## src/rtl/clock_meter.sv

```systemverilog
// Measures period and high time of a slow asynchronous signal in clk cycles,
// averaged over 2^AVG_LOG2 periods, with single-shot and continuous modes.
module clock_meter #(
  parameter int WIDTH    = 32,
  parameter int AVG_LOG2 = 2,
  parameter int TIMEOUT  = 1000000
) (
  input  logic             clk,
  input  logic             reset,
  input  logic             sig_in,
  input  logic             start,
  input  logic             cont,
  output logic             busy,
  output logic             valid,
  output logic             timeout,
  output logic [WIDTH-1:0] period,
  output logic [WIDTH-1:0] high_time,
  output logic [1:0]       state_dbg
);

  localparam logic [1:0] S_IDLE    = 2'd0;
  localparam logic [1:0] S_ARM     = 2'd1;
  localparam logic [1:0] S_MEASURE = 2'd2;

  localparam int             NW        = AVG_LOG2 + 1;
  localparam logic [NW-1:0]  NPER_LAST = NW'((1 << AVG_LOG2) - 1);
  localparam logic [WIDTH-1:0] GAP_LAST = WIDTH'(TIMEOUT - 1);

  // The accumulated count over a full window must never wrap.
  if ((WIDTH < 64) && ((64'(TIMEOUT) << AVG_LOG2) >= (64'd1 << WIDTH))) begin : g_bad_params
    $error("clock_meter: TIMEOUT * 2^AVG_LOG2 must be below 2^WIDTH");
  end

  logic             s1, s2, prev;
  logic [1:0]       state;
  logic             seen_low;
  logic [WIDTH-1:0] cnt, high_acc, gap;
  logic [NW-1:0]    nper;
  logic             rise;

  assign rise      = s2 & ~prev;
  // valid and timeout are single-cycle pulses with no back-pressure; period and
  // high_time are stable from the valid cycle until the next valid.
  assign busy      = (state != S_IDLE);
  assign state_dbg = state;

  always_ff @(posedge clk) begin
    if (reset) begin
      s1        <= 1'b0;
      s2        <= 1'b0;
      prev      <= 1'b0;
      state     <= S_IDLE;
      seen_low  <= 1'b0;
      cnt       <= '0;
      high_acc  <= '0;
      gap       <= '0;
      nper      <= '0;
      valid     <= 1'b0;
      timeout   <= 1'b0;
      period    <= '0;
      high_time <= '0;
    end else begin
      s1      <= sig_in;
      s2      <= s1;
      prev    <= s2;
      valid   <= 1'b0;
      timeout <= 1'b0;
      case (state)
        S_IDLE: begin
          gap      <= '0;
          seen_low <= 1'b0;
          cnt      <= '0;
          high_acc <= '0;
          nper     <= '0;
          if (start) state <= S_ARM;
        end
        S_ARM: begin
          if (!s2) seen_low <= 1'b1;
          // A rise only arms once a genuine low level has been observed.
          if (rise && seen_low) begin
            cnt      <= WIDTH'(1);
            high_acc <= WIDTH'(1);
            nper     <= '0;
            gap      <= '0;
            state    <= S_MEASURE;
          end else if (rise) begin
            gap <= '0;
          end else if (gap == GAP_LAST) begin
            timeout <= 1'b1;
            state   <= S_IDLE;
          end else begin
            gap <= gap + WIDTH'(1);
          end
        end
        S_MEASURE: begin
          if (rise) begin
            if (nper == NPER_LAST) begin
              period    <= cnt >> AVG_LOG2;
              high_time <= high_acc >> AVG_LOG2;
              valid     <= 1'b1;
              // The completing rise doubles as the next arm edge.
              if (cont) begin
                cnt      <= WIDTH'(1);
                high_acc <= WIDTH'(1);
                nper     <= '0;
                gap      <= '0;
              end else begin
                state <= S_IDLE;
              end
            end else begin
              nper     <= nper + NW'(1);
              cnt      <= cnt + WIDTH'(1);
              high_acc <= high_acc + WIDTH'(s2);
              gap      <= '0;
            end
          end else if (gap == GAP_LAST) begin
            timeout <= 1'b1;
            state   <= S_IDLE;
          end else begin
            cnt      <= cnt + WIDTH'(1);
            high_acc <= high_acc + WIDTH'(s2);
            gap      <= gap + WIDTH'(1);
          end
        end
        default: state <= S_IDLE;
      endcase
    end
  end

endmodule

```

## config.mk

```make
export PLATFORM = sky130hd
export DESIGN_NAME = clock_meter
export DESIGN_NICKNAME = d
export VERILOG_FILES = /design/src/rtl/clock_meter.sv
export SDC_FILE = /design/constraint.sdc
export NUM_CORES = 1
export LEC_CHECK = 0
export CAP_MARGIN = 0
export CORE_MARGIN = 4
export CORE_UTILIZATION = 58
export DETAILED_ROUTE_END_ITERATION = 12
export PLACE_DENSITY = 0.85
export SYNTH_ARGS = -nofsm -noshare
export SYNTH_HDL_FRONTEND = slang
export SYNTH_SLANG_ARGS = --single-unit
```

## constraint.sdc

```tcl
create_clock -name clk -period 3.04 [get_ports clk]
set_clock_uncertainty 0.1 [all_clocks]
set_input_delay 0.608 -clock clk [delete_from_list [all_inputs] [get_ports clk]]
set_output_delay 0.608 -clock clk [all_outputs]
set_load 0.1 [all_outputs]
```

Word level (Yosys, flattened, before mapping)
Index checks and enable logic that the tools add are counted.

Memories: 0. Latch bits: 0. Bits of input ports: 5. Word-level logic and storage cells: 84. Flip-flop bits (word level): 167. ROM bits: 0. Memory bits (writable): 0.

Magnitude comparators: 0. Divide/modulo/power cells: 0. Add/sub/neg operators: 4. Shift-type cells: 0. Multipliers: 0. Reduce and logical (&&, ||, !) cells: 12. Bitwise operators: 4. Eq/ne operators: 14. Mux-type cells: 37.

Operators by type and width (number): 2-to-1 mux 32 bit (14); case mux 32 bit (3 select lines) (3); adder 32 x 1 -> 32 bit, second input constant (2); adder 32 x 1 -> 32 bit (1); equality test 32 x 20 -> 1 bit, second input constant (1); inequality test 3 bit, second input constant (5); 2-to-1 mux 2 bit (7); 2-to-1 mux 3 bit (4); AND reduction 4 bit (3); case mux 3 bit (3 select lines) (1); inequality test 2 bit, second input constant (4); case mux 2 bit (3 select lines) (1); 2-to-1 mux 1 bit (5); inequality test 4 bit, second input constant (1); case mux 1 bit (2 select lines) (2); AND reduction 2 bit (2); nonzero test 2 bit (2); adder 3 x 1 -> 3 bit, second input constant (1); equality test 3 x 2 -> 1 bit, second input constant (1); NOT 1 bit (3); AND reduction 3 bit (1); nonzero test 3 bit (1); OR reduction 3 bit (1); equality test 2 x 1 -> 1 bit, second input constant (1); 4 further kinds (4).

Longest topological paths before layout
Gate-level depths: netlist of run 1.

Word-level depth: 5. Gate-level depth with buffers: 10.

Worst setup path before layout of run 1
Ideal clock, no wire load.

Path kind: register to register. From: register state[0], in the netlist state_dbg[0]. To: register cnt[18]. Data required time: 2.839 ns. Path slack: 0.002 ns. Library setup time: 0.101 ns. Data arrival time: 2.837 ns. Cell stages (with the launch flop): 10. Cell sequence: dfxtp_1 -> inv_1 -> ha_1 -> nor2b_1 -> a221o_1 -> buf_2 -> nor2_4 -> nand2_2 -> buf_4 -> o41ai_1.

Cells in the longest elaborated chain, start to end: 3.

Ends and longest elaborated chain: from (decl) (RTL line 35) `logic [1:0] state;`; from (signal assigned) (RTL line 52) `state <= S_IDLE;`; from (signal assigned) (RTL line 75) `if (start) state <= S_ARM;`; from (signal assigned) (RTL line 85) `state <= S_MEASURE;`; equality test 2 bit, or another cell as far along (RTL line 68) `case (state)`; inequality test 4 bit (no source line), or another cell as far along; AND reduction 4 bit (no source line); to (signal assigned) (RTL line 112) `cnt <= cnt + WIDTH'(1);`; to (signal assigned) (RTL line 120) `cnt <= cnt + WIDTH'(1);`; to (decl) (RTL line 37) `logic [WIDTH-1:0] cnt, high_acc, gap;`.

Parallel ways exist; a longest one is shown, timed or not. A chain may end at the register's enable or synchronous reset.

Worst setup path after layout of run 1
From: register gap[25]. To: register high_acc[3].

Cells in the longest elaborated chain, start to end: 3.

Ends and longest elaborated chain: from (decl) (RTL line 37); from (signal assigned) (RTL line 92) `gap <= gap + WIDTH'(1);`; from (signal assigned) (RTL line 122) `gap <= gap + WIDTH'(1);`; equality test 32 x 20 -> 1 bit (RTL line 116) `end else if (gap == GAP_LAST) begin`; inequality test 3 bit (no source line); AND reduction 4 bit (no source line); to (signal assigned) (RTL line 113) `high_acc <= high_acc + WIDTH'(s2);`; to (signal assigned) (RTL line 121) `high_acc <= high_acc + WIDTH'(s2);`; to (decl) (RTL line 37).

Every way passes these cells.

==> summary.md, run 1 <==
| Metric | Value |
|---|---|
| Total grt overflow | `0` |
| Gpl congestion | `0.859` |
| Reg2reg path depth | `7` |
| Setup WS post-layout | `around 0.29 ns` |
| Worst r2r dst | `high_acc[3]` |
| Yosys reg bits | `167` |
| Crit Path Max Fanout | `28` |
| CTS tree | `yes` |
| Slew @ Worst Pin | `between 0.9 and 1 ns` |
| Initial antenna violation count | `0` |
| Synthesis Warnings | `0` |
| Area of the multi-input gates | `roughly 4400 µm²` |
| IO Pins | `74` |
| Highest clock rate | `363 MHz` |
| Power share of the combinational group | `4.1%` |
| Synthesized instance count | `1,026` |
| Critical path class | `reg2reg` |
| Core footprint | `13,900 µm²` |
| RR Startpoint | `gap[25]` |
| Largest net degree at the start of global routing | `136` |
| Clock Latency Late Sink | `0.43 ns` |
| # setup viols final | `0` |
| Initial core utilization | `59.2%` |
| Worst path max stage delay | `0.61 ns` |
| Resized cells post-CTS | `0` |
| Clock power share | `roughly 49%` |
| Vias in the first global route | `7,267` |
| Slew margin rel. | `35.4%` |
| DRC violations left | `0` |
| Crit path capture type | `flop` |
| Maximum vdd drop | `approximately 0.00037 V` |
| Worst hold stages | `1` |
| CP endpoint | `high_acc[3]` |
| Post-CTS Setup Inserts | `0` |
| Vias per cell | `6.42` |
| Power per cell area | `around 490 nW/µm²` |
| WP data arrival | `between 2 and 3 ns` |
| Max H-tree Level | `4` |
| DP Worst Slack | `0.266 ns` |
| Post-synth EDFFs | `0` |
| DIE HEIGHT | `127 µm` |
| Register area | `3340 µm²` |
| Unrepaired setup endpoints after global routing | `false` |
| Sequential-to-total area share from yosys stat | `40.7%` |
| Dpl hpwl | `13,400 µm` |
| P&R area growth vs syn | `15.9%` |
| Clock sink count | `approximately 170` |
| Finished Cell Area | `9520 µm²` |
| DRT antenna net count | `0` |
| ANT cells | `0` |
| FILL cells | `1,135` |
| Crit path max-delay cell type | `or4_1` |
| Initial DRC Count | `838` |
| Root Driver | `clkbuf_16` |
| Rows | `43` |
| DP Area | `8910 µm²` |
| Die Width | `between 100 and 150 µm` |
| Final wirelength | `between 20,000 and 25,000 µm` |
| Fin nets | `1,077` |
| Seq pwr share | `47.4%` |
| Switch share | `between 20% and 30%` |
| Hold Vio Cnt, Final | `0` |
| Total Routing Usage GR | `26.2%` |
| Post-route minimum period | `between 2 and 3 ns` |
| First-pass GRT wire length | `35,500 µm` |
| Startpoint Class | `flop` |
| Drt pass-1 iters | `6` |
| Cell taking the most area after synthesis | `dfxtp_1` |
| # hold bufs at CTS | `0` |
| Crit path cell chain | `nor4_1, nand4_1, or4_1, buf_4, nand2_2, buf_12, o21ai_0` |
| Commonest non-fill, non-tap cells in the layout | `nand2_1 (172), dfxtp_1 (167), a21oi_1 (134), buf_4 (95), nand3_1 (39)` |
| WP data required | `around 3.2 ns` |
| Via count | `between 8k and 9k` |
| PortBufs | `69` |
| Sw Pwr | `0.00108 W` |
| Drt wl/cell | `16.8 µm` |
| Commonest non-fill, non-tap cell in the layout | `nand2_1` |
| Hold Crit Class | `reg2reg` |
| Syn avg cell area | `8.01 µm²` |
| Asr flop ratio synth | `0%` |
| Max_cap viols | `0` |
| Die area | `16,100 µm²` |
| Final slew viol count | `0` |
| Final critical-path share of the clock period | `90.6%` |
| R2R Setup Slk | `~0.29 ns` |
| Top post-synthesis cells by area | `dfxtp_1 (41%), a21oi_1 (8.2%), nand2_1 (7.9%)` |
| Clk slew on worst S/H paths | `0.07 ns` |
| Status | `completed` |
| Total clock buffers created by CTS | `17` |
| Layout cell share with drive strength beyond 1 | `14.5%` |
| Setup TNS | `0 ns` |
| P_int | `~0.0036 W` |
| Area share of the largest cell type after synthesis | `40.7%` |
| Setup crit start | `gap[25]` |
| Ys flop type | `dfxtp_1` |
| Post-Syn Area | `just over 8000 µm²` |
| Count of cell types in the netlist | `70` |
| Longest Clk Path Bufs | `2` |
| Static Leak | `3.15 nW` |
==> worst min path at each step <==
stage	startpoint	to
3_3_place_gp	s1	s2
6_report	s1	s2
4_1_cts	s1	s2
2_1_floorplan	s1	s2
5_1_grt	period[5]	period[5]
3_5_place_dp	s1	s2
==> metrics by stage <==
step / utilization [%] / hold slack (ns) / power [W] / cells
2_1_floorplan: - / 0.314 / 0.00239 / 1029
3_3_place_gp: 64.2 / 0.315 / 0.00243 / 1224
3_5_place_dp: 64.2 / 0.327 / 0.00243 / 1224
4_1_cts: 68.6 / 0.343 / 0.00464 / 1256
5_1_grt: 68.6 / 0.367 / 0.00476 / 1256
6_report: 68.6 / 0.341 / 0.00463 / 1256
==> power by group through the flow <==
stage               combinational, W  clock, W  sequential (W)
floorplan                   0.000132         0         0.00226
global placement            0.000183         0         0.00225
detailed placement          0.000185         0         0.00225
CTS                         0.000187   0.00226         0.00220
global route                0.000203   0.00236         0.00220
finish                      0.000190   0.00225         0.00220
==> layer usage <==
metal | routed length (µm) | part of all wire, % | vias up | track usage (%)
met2 | 9570 | 45 | 335 | 40.5
met3 | 1620 | 7.7 | 36 | 4.47
met4 | 407 | 1.9 | 0 | 8.83
li1 | - | - | 3925 | -
met5 | 0 | 0 | - | 0
met1 | 9490 | 45 | 3770 | 37.4
==> final cells by class <==
type                       instances  area share (%)
inverter                          22           0.868
clock inverter                    14            1.81
sequential                       167            35.1
timing repair buffer             102            8.65
tap                              180            2.37
clock buffer                      18            4.61
multi-input combinational        753            46.6
==> sequential cells by signal, indices dropped and copies added, names as in the netlist, 2 cells and up <==
signal     flops
state_dbg      2
gap           32
nper           3
high_time     30
period        30
cnt           32
high_acc      32
==> cells by family (layout without fill, tap and decap cells) <==
kind of cell | Yosys count | in the layout | synth area share (%)
compound gates | 297 | 297 | 23.5
fa+ha+maj | 9 | 9 | 1.37
flops | 167 | 167 | 40.7
xor+xnor | 3 | 3 | 0.320
mux | 3 | 3 | 0.365
buf+inv | 109 | 156 | 5.83
other cells | 1 | 4 | 0.0456
simple gates | 437 | 437 | 27.9
==> synth_stat cells, types with 15 or more instances <==
cell	instances
nand2_1	173
dfxtp_1	167
a21oi_1	134
clkbuf_1	54
nand3_1	39
nand4_1	36
nor2_1	36
o21ai_0	29
o31ai_1	29
or4_1	29
o311ai_0	27
nor3_1	23
inv_1	22
o41ai_1	22
a31oi_1	18
buf_2	18
or3_1	17
and3_1	15
nor4_1	15
==> critical path: cells and delay by family (launching register included) <==
| kind | cells | cell delay (ns) |
|---|---|---|
| compound gates | 1 | 0.12 |
| simple gates | 4 | 1.58 |
| flops | 1 | 0.35 |
| buf+inv | 2 | 0.46 |
Power figures use the tool's default switching activity.
==> inputs of run 2 (changes only) <==
CORE_MARGIN = not set   (was 4)
==> run 2 against run 1 <==
  * The flow now finishes with violations (DRC)
  * Die area is 9.2% lower
  * Via count is 0.98% higher
  * Clock power is 3% lower
  * Final area is 0.11% lower
  * Final cell count hardly changed
  * Clock-buffer cell count is 1 lower
  * Largest power group is now sequential cells
  * Critical path type unchanged
  * Sequential power hardly changed
  * Setup slack better by 0.038 ns
  * Combinational power hardly changed
  * Total power is 1.4% lower
  * Register-to-register slack better by 0.04 ns
==> summary.md, run 2 (synthesis results as in run 1) <==
| Metric | Value |
|---|---|
| Finished Cell Area | `9510 µm² (-0.11%)` |
| WP data required | `3.22 ns (-0.02 ns)` |
| Post-CTS Setup Inserts | `0 (unchanged)` |
| CTS tree | `yes` |
| WP data arrival | `2.90 ns (-0.05 ns)` |
| Sw Pwr | `0.00110 W (+2.1%)` |
| Rows | `43 (unchanged)` |
| Total grt overflow | `0 (unchanged)` |
| Seq pwr share | `48.1% (+0.7 points)` |
| Final wirelength | `21,100 µm (+0.16%)` |
| Vias in the first global route | `7,187 (-1.1%)` |
| Switch share | `24.2% (+0.84 points)` |
| DIE HEIGHT | `121 µm (-4.7%)` |
| Largest net degree at the start of global routing | `77 (-43%)` |
| Clock Latency Late Sink | `0.43 ns (about the same)` |
| Post-route minimum period | `2.71 ns (-0.0380 ns)` |
| Maximum vdd drop | `0.000364 V (-2.5%)` |
| Hold Crit Class | `reg2reg` |
| Dpl hpwl | `13,600 µm (+1.1%)` |
| ANT cells | `0 (unchanged)` |
| Setup WS post-layout | `0.325 ns (+0.0380 ns)` |
| Setup TNS | `0 ns (unchanged)` |
| Highest clock rate | `368 MHz (+1.4%)` |
| DRT antenna net count | `0 (unchanged)` |
| Die area | `14,600 µm² (-9.2%)` |
| PortBufs | `69 (unchanged)` |
| Crit Path Max Fanout | `28 (unchanged)` |
| Power share of the combinational group | `4.2% (about the same)` |
| Total Routing Usage GR | `29.6% (+3.4 points)` |
| Hold Vio Cnt, Final | `0 (unchanged)` |
| Crit path capture type | `flop` |
| First-pass GRT wire length | `35,300 µm (-0.60%)` |
| Resized cells post-CTS | `0 (unchanged)` |
| DP Area | `8910 µm² (about the same)` |
| Min Hold Slack | `0.354 ns (+0.0130 ns)` |
| DP Worst Slack | `0.211 ns (-0.0552 ns)` |
| Initial core utilization | `59.4% (+0.23 points)` |
| Max_cap viols | `0 (unchanged)` |
| Power per cell area | `480 nW/µm² (-1.3%)` |
| Initial antenna violation count | `0 (unchanged)` |
| P&R area growth vs syn | `15.7%` |
| Core footprint | `13,800 µm² (-0.39%)` |
| Biggest regs | `cnt x32, gap x32, high_acc x32` |
| Total clock buffers created by CTS | `17 (unchanged)` |
| Unrepaired setup endpoints after global routing | `false` |
| Max H-tree Level | `4 (unchanged)` |
| Initial DRC Count | `849 (+1.3%)` |
| IO Pins | `74 (unchanged)` |
| Hold_sp | `period[4]` |
| P_int | `0.00346 W (-2.5%)` |
| Slew margin rel. | `41.7% (+6.3 points)` |
| Layout cell share with drive strength beyond 1 | `14.4% (-0.080 points)` |
| Final critical-path share of the clock period | `89.3% (-1.3 points)` |
| FILL cells | `1,118 (-1.5%)` |
| Critical path class | `reg2reg` |
| RR Startpoint | `gap[25]` |
| Final slew viol count | `0 (unchanged)` |
| Failing checks | `DRC` |
| Status | `finished, violations left` |
| Root Driver | `clkbuf_16` |
| Clock power share | `47.7% (-0.8 points)` |
| Drt wl/cell | `16.8 µm (+0.24%)` |
| Slew @ Worst Pin | `0.871 ns (-0.0968 ns)` |
| # hold bufs at CTS | `0 (unchanged)` |
| # setup viols final | `0 (unchanged)` |
| Clk slew on worst S/H paths | `0.07 ns (about the same)` |
| Via count | `8,145 (+0.98%)` |
| Clock sink count | `167 (unchanged)` |
| Die Width | `121 µm (-4.7%)` |
| Startpoint Class | `flop` |
| Commonest non-fill, non-tap cells in the layout | `nand2_1 (172), dfxtp_1 (167), a21oi_1 (134), buf_4 (93), nand3_1 (39)` |
| Vias per cell | `6.49 (+1.1%)` |
| Fin nets | `1,076 (-0.093%)` |
| Gpl congestion | `0.890 (+3.7%)` |
| Setup crit start | `gap[25]` |
| DRC violations left | `2 (+2)` |
| Longest Clk Path Bufs | `2 (unchanged)` |
| Commonest non-fill, non-tap cell in the layout | `nand2_1` |
| Pwr Total | `0.00457 W (-1.4%)` |
| Static Leak | `3.13 nW (-0.63%)` |
| Drt pass-1 iters | `10 (+4)` |
## run 2: worst max-delay path: stages (launching register included)
cell	delay (ns)
dfxtp_1	0.35
nor4_1	0.32
nand4_1	0.39
or4_1	0.61
buf_4	0.25
nand2_2	0.10
buf_4	0.27
o21ai_0	0.16
## run 2: power by group through the flow
stage | Clock [W] | Combinational [W] | Sequential [W]
finish | 0.00218 | 0.000191 | 0.00220
CTS | 0.00220 | 0.000187 | 0.00220
global route | 0.00230 | 0.000201 | 0.00220
detailed placement | 0 | 0.000186 | 0.00225
global placement | 0 | 0.000185 | 0.00225
floorplan | 0 | 0.000132 | 0.00226
## run 2: worst paths after layout
check / to / slack (ns) / cells after the start
hold / removal: period[4] / 0.35 / 2
setup / recovery: cnt[10] / 0.33 / 7
hold reg to reg: period[4] / 0.35 / 2
setup reg to reg: cnt[10] / 0.33 / 7
## run 2: area by class of cell
class,count,area [µm²],area share [%]
repair buffers,101,828,8.71
clock inverters,15,171,1.80
well taps,180,225,2.37
multi-input cells,753,4430,46.6
clock buffers,17,425,4.47
flip-flops and latches,167,3340,35.2
inverters,22,82.6,0.868
## run 2: through the flow
step,util (%),std cells
2_1_floorplan,-,1029
3_3_place_gp,64.5,1223
3_5_place_dp,64.5,1223
4_1_cts,68.8,1255
5_1_grt,68.8,1255
6_report,68.8,1255
## run 2: routing by layer
layer / vias up / GRT usage [%] / part of all wire (%)
li1: 3913 / - / -
met1: 3846 / 42.0 / 46
met2: 343 / 45.4 / 45
met3: 43 / 5.17 / 7.3
met4: 0 / 9.65 / 1.8
met5: - / 0 / 0
